File: src/rtl/pipe_pkg.sv
// Shared definitions for the pipeline hazard controller.
// Holds the Tuse/Tnew encodings, forwarding-select constants, the MDU latency
// defaults, the busy counter width and two small helpers used by the top:
//   hz_raw  - true when a source register must wait for a producer's Tnew
//   fwd_sel - picks the forwarding source for one operand (M before W)
package pipe_pkg;

   localparam logic [1:0] TUSE_0    = 2'd0;
   localparam logic [1:0] TUSE_1    = 2'd1;
   localparam logic [1:0] TUSE_NONE = 2'd3;

   localparam logic [1:0] TNEW_0 = 2'd0;
   localparam logic [1:0] TNEW_1 = 2'd1;
   localparam logic [1:0] TNEW_2 = 2'd2;

   localparam logic [1:0] FWD_NONE = 2'd0;
   localparam logic [1:0] FWD_M    = 2'd1;
   localparam logic [1:0] FWD_W    = 2'd2;

   localparam int MULT_CYC_DEF = 5;
   localparam int DIV_CYC_DEF  = 10;

   localparam int CTR_W   = 4;
   localparam int CTR_MAX = 15;

   // TUSE_NONE (3) can never be below a Tnew of 0..2, so unused operands
   // fall out of the plain compare without a separate check.
   function automatic logic hz_raw(input logic [4:0] src, input logic [1:0] tuse,
                                   input logic [4:0] wa,  input logic [1:0] tnew);
      return (src != 5'd0) && (src == wa) && (tuse < tnew);
   endfunction

   function automatic logic [1:0] fwd_sel(input logic [4:0] src,
                                          input logic [4:0] m_wa, input logic [1:0] m_tnew,
                                          input logic [4:0] w_wa);
      if (src == 5'd0)                          return FWD_NONE;
      else if (src == m_wa && m_tnew == TNEW_0) return FWD_M;
      else if (src == w_wa)                     return FWD_W;
      else                                      return FWD_NONE;
   endfunction

endpackage

File: src/rtl/md_busy_ctr.sv
// MDU busy down-counter.
// Loads the mult or div latency when an MDU operation starts, then counts down
// to zero; busy is high while the count is non-zero. Latencies above the
// 4-bit range saturate to 15.
// Ports:
//   clk, reset (sync, active-high)
//   start  - mult/div issued this cycle (reloads even when already busy)
//   isDiv  - 1 selects DIV_CYC, 0 selects MULT_CYC
//   busy   - counter non-zero
module md_busy_ctr
   import pipe_pkg::*;
#(
   parameter int MULT_CYC = MULT_CYC_DEF,
   parameter int DIV_CYC  = DIV_CYC_DEF
) (
   input  logic clk,
   input  logic reset,
   input  logic start,
   input  logic isDiv,
   output logic busy
);

   localparam logic [CTR_W-1:0] MULT_LD = (MULT_CYC > CTR_MAX) ? CTR_W'(CTR_MAX) : CTR_W'(MULT_CYC);
   localparam logic [CTR_W-1:0] DIV_LD  = (DIV_CYC  > CTR_MAX) ? CTR_W'(CTR_MAX) : CTR_W'(DIV_CYC);

   logic [CTR_W-1:0] cnt_q;

   always_ff @(posedge clk) begin
      if (reset)
         cnt_q <= '0;
      else if (start)
         cnt_q <= isDiv ? DIV_LD : MULT_LD;
      else if (cnt_q != '0)
         cnt_q <= cnt_q - 1'b1;
   end

   assign busy = (cnt_q != '0);

endmodule

File: src/rtl/pipe_hazard_ctrl.sv
// Pipeline hazard controller: stall generation, operand forwarding selects and
// MDU busy tracking for a 5-stage pipeline. All hazard and forwarding logic is
// combinational; the only state is the MDU busy counter (md_busy_ctr) and,
// when HAZARD_PERF_EN is defined, a saturating 32-bit stall-cycle counter.
// Ports:
//   clk, reset (sync, active-high)
//   D_*  - D-stage sources, Tuse per operand, MDU-class flag
//   E_*  - E-stage sources, destination/Tnew, MDU start/div
//   M_*  - M-stage rt source, destination/Tnew
//   W_wa - W-stage destination
//   stall, D_fwdRs/Rt, E_fwdRs/Rt, M_fwdRt, mdBusy
//   stallCnt (HAZARD_PERF_EN only) - cycles spent stalled, saturating
module pipe_hazard_ctrl
   import pipe_pkg::*;
#(
   parameter int MULT_CYC = MULT_CYC_DEF,
   parameter int DIV_CYC  = DIV_CYC_DEF
) (
   input  logic        clk,
   input  logic        reset,
   input  logic [4:0]  D_rsAddr,
   input  logic [4:0]  D_rtAddr,
   input  logic [1:0]  D_tuseRs,
   input  logic [1:0]  D_tuseRt,
   input  logic        D_isMd,
   input  logic [4:0]  E_rsAddr,
   input  logic [4:0]  E_rtAddr,
   input  logic [4:0]  E_wa,
   input  logic [1:0]  E_tnew,
   input  logic        E_mdStart,
   input  logic        E_mdDiv,
   input  logic [4:0]  M_rtAddr,
   input  logic [4:0]  M_wa,
   input  logic [1:0]  M_tnew,
   input  logic [4:0]  W_wa,
   output logic        stall,
   output logic [1:0]  D_fwdRs,
   output logic [1:0]  D_fwdRt,
   output logic [1:0]  E_fwdRs,
   output logic [1:0]  E_fwdRt,
   output logic        M_fwdRt,
   output logic        mdBusy
`ifdef HAZARD_PERF_EN
   ,
   output logic [31:0] stallCnt
`endif
);

   logic stall_e;
   logic stall_m;
   logic stall_md;

   md_busy_ctr #(
      .MULT_CYC (MULT_CYC),
      .DIV_CYC  (DIV_CYC)
   ) u_md_busy_ctr (
      .clk   (clk),
      .reset (reset),
      .start (E_mdStart),
      .isDiv (E_mdDiv),
      .busy  (mdBusy)
   );

   always_comb begin
      stall_e  = hz_raw(D_rsAddr, D_tuseRs, E_wa, E_tnew) ||
                 hz_raw(D_rtAddr, D_tuseRt, E_wa, E_tnew);
      stall_m  = hz_raw(D_rsAddr, D_tuseRs, M_wa, M_tnew) ||
                 hz_raw(D_rtAddr, D_tuseRt, M_wa, M_tnew);
      // The op issuing in E this cycle has not reached the counter yet.
      stall_md = D_isMd && (mdBusy || E_mdStart);
      stall    = stall_e || stall_m || stall_md;
   end

   assign D_fwdRs = fwd_sel(D_rsAddr, M_wa, M_tnew, W_wa);
   assign D_fwdRt = fwd_sel(D_rtAddr, M_wa, M_tnew, W_wa);
   assign E_fwdRs = fwd_sel(E_rsAddr, M_wa, M_tnew, W_wa);
   assign E_fwdRt = fwd_sel(E_rtAddr, M_wa, M_tnew, W_wa);
   assign M_fwdRt = (M_rtAddr != 5'd0) && (M_rtAddr == W_wa);

`ifdef HAZARD_PERF_EN
   logic [31:0] stall_cnt_q;

   always_ff @(posedge clk) begin
      if (reset)
         stall_cnt_q <= '0;
      else if (stall && (stall_cnt_q != 32'hFFFF_FFFF))
         stall_cnt_q <= stall_cnt_q + 32'd1;
   end

   assign stallCnt = stall_cnt_q;
`endif

endmodule

File: config.mk
export PLATFORM = sky130hd
export DESIGN_NAME = pipe_hazard_ctrl
export DESIGN_NICKNAME = d
export VERILOG_FILES = /design/src/rtl/pipe_pkg.sv /design/src/rtl/md_busy_ctr.sv /design/src/rtl/pipe_hazard_ctrl.sv
export SDC_FILE = /design/constraint.sdc
export NUM_CORES = 1
export LEC_CHECK = 0
export BUFFER_PORTS_ARGS = -buffer_cell sky130_fd_sc_hd__buf_2
export CORE_MARGIN = 5
export CORE_UTILIZATION = 40
export DETAILED_ROUTE_END_ITERATION = 8
export GPL_TIMING_DRIVEN = 0
export PLACE_DENSITY = 0.72
export SETUP_SLACK_MARGIN = 0.15
export SYNTH_ARGS = -nofsm -noshare
export SYNTH_HDL_FRONTEND = slang
export SYNTH_SLANG_ARGS = --single-unit
File: constraint.sdc
create_clock -name clk -period 4.4 [get_ports clk]
set_input_delay 0.22 -clock clk [delete_from_list [all_inputs] [get_ports clk]]
set_output_delay 0.22 -clock clk [all_outputs]
set_load 0.01 [all_outputs]
After elaboration in Yosys (flattened, before gate mapping)
Cells that the tools add are included.
{ "totals": {"regBits": 4, "wordCells": 61} }
{ "classes": {"n_addsub": 1, "n_lt_le_gt_ge": 4, "eq_ne": 11, "muxes": 15, "n_reduce_logical": 29} }
{ "ops": {"columns": ["cell", "count"], "rows": [
  ["$eq A5 B5 Y1", 11],
  ["$mux W2", 12],
  ["$logic_not A5 Y1", 4],
  ["$reduce_bool A5 Y1", 3],
  ["$logic_and A1 B1 Y1", 14],
  ["$mux W4", 3],
  ["$lt A2 B2 Y1", 4],
  ["$logic_or A1 B1 Y1", 5],
  ["$reduce_bool A4 Y1", 1],
  ["$sub A4 B1 Y4 const B", 1],
  ["$logic_not A2 Y1", 1],
  ["$reduce_bool A2 Y1", 1]
]} }

Logic depth before layout (Yosys ltp)
{ "logic_depth": {"depth_word": 6, "ltp_mapped": 8} }

By module
Synthesis repeated with hierarchy kept, for this count alone.
{ "unflattened": {"cells_unflattened": 146, "hier_area_um2": 1092.3} }
{ "by_module_without_submodules": {"columns": ["module", "n_inst", "cells_per_inst", "area_each_um2", "seq_area_each_um2"], "rows": [
  ["pipe_hazard_ctrl", 1, 120, 859.6, 0.0],
  ["md_busy_ctr", 1, 26, 232.7, 80.1]
]} }

Worst setup path before layout
No wires, ideal clock.
{ "synth_timing": {"kind": "register to output", "startpoint": "register u_md_busy_ctr.cnt_q[0]", "endpoint": "output port stall", "arrival_time_ns": 1.356, "required_time_ns": 4.180, "slack_ns": 2.824, "stages_incl_launch_ff": 7, "n_path_buf": 1, "cell_sequence": "dfxtp_1 > inv_1 > ha_1 > or3b_1 > clkbuf_1 > o21ai_0 > o2111ai_1"} }
{ "synth_between": {"elab_chain_cells": 4} }
{ "synth_lines": {"columns": ["element", "line_no", "source"], "rows": [
  ["from (decl)", "md_busy_ctr.sv:26", "logic [CTR_W-1:0] cnt_q;"],
  ["from (signal assigned)", "md_busy_ctr.sv:32", "cnt_q <= isDiv ? DIV_LD : MULT_LD;"],
  ["from (signal assigned)", "md_busy_ctr.sv:34", "cnt_q <= cnt_q - 1'b1;"],
  ["$reduce_bool A4 Y1", "md_busy_ctr.sv:37", "assign busy = (cnt_q != '0);"],
  ["net mdBusy", "pipe_hazard_ctrl.sv:42", "output logic mdBusy"],
  ["$logic_or A1 B1 Y1", "pipe_hazard_ctrl.sv:70", "stall_md = D_isMd && (mdBusy || E_mdStart);"],
  ["$logic_and A1 B1 Y1", "pipe_hazard_ctrl.sv:70", null],
  ["$logic_or A1 B1 Y1", "pipe_hazard_ctrl.sv:71", "stall = stall_e || stall_m || stall_md;"],
  ["to (decl)", "pipe_hazard_ctrl.sv:36", "output logic stall,"]
]} }
The timed path passes the listed nets, and every way through them passes these cells.

Worst setup path after layout
{ "layout_timing": {"startpoint": "register u_md_busy_ctr.cnt_q[0]", "endpoint": "output port stall"} }
{ "layout_between": {"elab_chain_cells": 4} }
{ "layout_lines": {"columns": ["element", "line_no"], "rows": [
  ["$reduce_bool A4 Y1", "md_busy_ctr.sv:37"],
  ["$logic_or A1 B1 Y1", "pipe_hazard_ctrl.sv:70"],
  ["$logic_and A1 B1 Y1", "pipe_hazard_ctrl.sv:70"],
  ["$logic_or A1 B1 Y1", "pipe_hazard_ctrl.sv:71"]
]} }
No other way between the ends.

==> results.yml <==
yosys:
  syn_area_mm2: 0.00106
  synth-simple-area-share_pct: 26.9
  synth_top_family_by_area: "XOR/XNOR gates"
  syn_inst: 143
  async_flop_share_pct: 0
  synth_edf_count: 0
  ys_seq_elements: 4
  ys_warn_count: 0
  yosysTopAreaCell: "xor2_1"
  syn-num-nets: 202
  synth.top_cell.area_share_pct: 25.5
  synth.area.top_cells: "xor2_1 25%, xnor2_1 21%, dfxtp_1 7.5%, ha_1 7.1%, nor4_1 5.3%"
  ys.flop_type: "dfxtp_1"
  synth-xor-area-share_pct: 46.9
  synth_cell_types: 25
  ys_seq_area_share_pct: 7.52
  synth_area_per_cell_um2: 7.45
  synth_compound_area_share_pct: 7.76
  synthMuxAreaShare_pct: 0
  synth_fa_ha_area_share_pct: 7.05
clock_network:
  cts_resized: 0
  cts_setup_buffers: 0
  cts_tree: "built"
  htree_levels: 1
  cts_num_sinks: 4
  postCtsHoldBufs: 0
  clkTransAtPathRegs_ns: 0.03
  clk_latency_ns: 0.23
  numCtsBuffers: 3
  clockBufferDepth: 2
  cts_root_buffer: "clkbuf_4"
finish:
  antenna_cells: 0
  fillers: 260
  final_common_cell: "buf_2"
  seq_area_um2: 80.1
  mostFrequentLayoutCells: "58 x buf_2, 31 x xor2_1, 26 x xnor2_1, 13 x nor2_1, 9 x nor4_1"
  final_util_pct: 56.1
  drive_gt1_share_pct: 30.4
  nets: 265
  regMostFlops: "u_md_busy_ctr.cnt_q"
  syn_to_final_growth_pct: 32.9
  final_cells: 234
  largest_registers: "u_md_busy_ctr.cnt_q (4)"
  multi_input_area_um2: 943
  largest_reg_flops: 4
pwr:
  p_per_area_mw_per_mm2: 159
  p_total_w: 0.000225
  ir_worst_vdd_uv: 212
  p_leak_nw: 0.655
sta:
  fin_worst_skew_ns: 0.00255
  worst_pin_slew_ns: 0.405
  fmax_mhz: 518
  hold_violations: 0
  setup_tns_ns: 0
  finalCritPeriodShare_pct: 43.9
  fin_crit_ns: 1.93
  grt_setup_unrepaired: "false"
  relSlewSlack_pct: 73.0
  setup_viol: 0
  slew_violations: 0
worst_setup_path:
  cp_max_fo: 6
  crit_path_end: "stall"
  r2r-start: "u_md_busy_ctr.cnt_q[0]$_SDFFE_PP0N_"
  worstPathArrival_ns: 1.71
  critical_path.endpoint_type: "output port"
  reg2regPathDepth: 7
  path_class: "reg -> out"
  reg2reg_to: "u_md_busy_ctr.cnt_q[3]$_SDFFE_PP0N_"
  critical_path.startpoint_type: "flip-flop"
  reg2reg_slack_ns: 2.87
  cp.required_ns: 4.18
  worst_setup_path_startpoint: "u_md_busy_ctr.cnt_q[0]$_SDFFE_PP0N_"
grt:
  grtUsageMet1_pct: 21.2
  busiest_layer: "met2"
  grt_pass1_wl_um: 5000
  grt_overflow: 0
  grt_max_degree: 8
  antenna_found_initial: 0
  grt_use_total_pct: 16.9
  grtUsageMet3_pct: 1.68
  grt_pass1_vias: 1213
  met2_usage_pct: 31.2
job:
  maxCapViolations: 0
floorplanning:
  rows: 18
  start_util_pct: 42.2
  io_pins: 64
  core_mm2: 0.00252
  die_x_um: 61.6
  dieHeight_um: 61.6
  fp.dieArea_mm2: 0.00379
routing:
  drc_errors: 0
  drtIter0Drc: 25
  ant_nets: 0
  vias: 1219
  wirelength_um: 3170
  vias_per_cell: 5.21
  dr.pass1.iters: 4
  wl_per_cell_um: 13.6
place:
  dpl.cell_count: 231
  gp_congestion: 0.782
  io_buffers: 58
  hpwl_um: 2840
worst_hold_path:
  hold_start: "reset"
  hp-class: "in -> reg"
outcome:
  outcome: "finished clean"
[layout make-up]
class	count	area share, %
sequential	4	5.66
multi-input combinational	128	66.7
tap	30	2.65
buffer	6	1.59
clock buffer	3	1.59
inverter	5	1.33
timing repair buffer	58	20.5
[worst max-delay path, stage by stage, from the launching register on]
cell	delay (ns)
dfxtp_1	0.32
inv_1	0.08
ha_1	0.13
or3b_1	0.33
clkbuf_1	0.16
o21ai_0	0.18
o2111ai_1	0.12
buf_2	0.16
[worst min-delay path by stage]
stage / to / slack [ns] / cells past startpoint
finish: u_md_busy_ctr.cnt_q[2]$_SDFFE_PP0N_ / 0.20 / 2
global route: u_md_busy_ctr.cnt_q[3]$_SDFFE_PP0N_ / 0.21 / 2
CTS: u_md_busy_ctr.cnt_q[2]$_SDFFE_PP0N_ / 0.19 / 2
detailed placement: u_md_busy_ctr.cnt_q[2]$_SDFFE_PP0N_ / 0.43 / 2
global placement: u_md_busy_ctr.cnt_q[0]$_SDFFE_PP0N_ / 0.42 / 2
floorplan: u_md_busy_ctr.cnt_q[2]$_SDFFE_PP0N_ / 0.29 / 1
[synthesized netlist by cell type, types with 5 or more instances]
cell type,count
inv_1,5
nor2_1,13
nand3_1,5
nand2_1,5
xor2_1,31
nor4_1,9
xnor2_1,26
ha_1,6
clkbuf_1,6
[layer usage]
layer	up-vias	wire length, µm	share of wire [%]
li1	615	-	-
met1	566	1330	42
met2	38	1600	50
met3	0	246	7.8
met4	0	0	0
met5	-	0	0
[per-stage QoR]
stage               cell area (µm²)  setup slack, ns  hold slack, ns
floorplan                      1060             2.82           0.289
global placement               1390             2.69           0.417
detailed placement             1390             2.68           0.433
CTS                            1420             2.44           0.191
global route                   1420             2.33           0.214
finish                         1420             2.47           0.197
[report_power, final]
part           total [W]  internal [W]  switching [W]
Sequential     0.0000440     0.0000406     0.00000339
Combinational   0.000138     0.0000670      0.0000713
Clock          0.0000423     0.0000303      0.0000120
Total           0.000225      0.000138      0.0000867
[cell families (layout without fill, tap and decap cells)]
logic type,after synthesis,count (layout)
xor gates and xnor gates,57,57
DFF,4,4
buffers and inverters,11,72
AOI/OAI and AO/OA,13,13
and+or+nand+nor,52,52
adders and majority gates,6,6
Power figures use the tool's default switching activity.
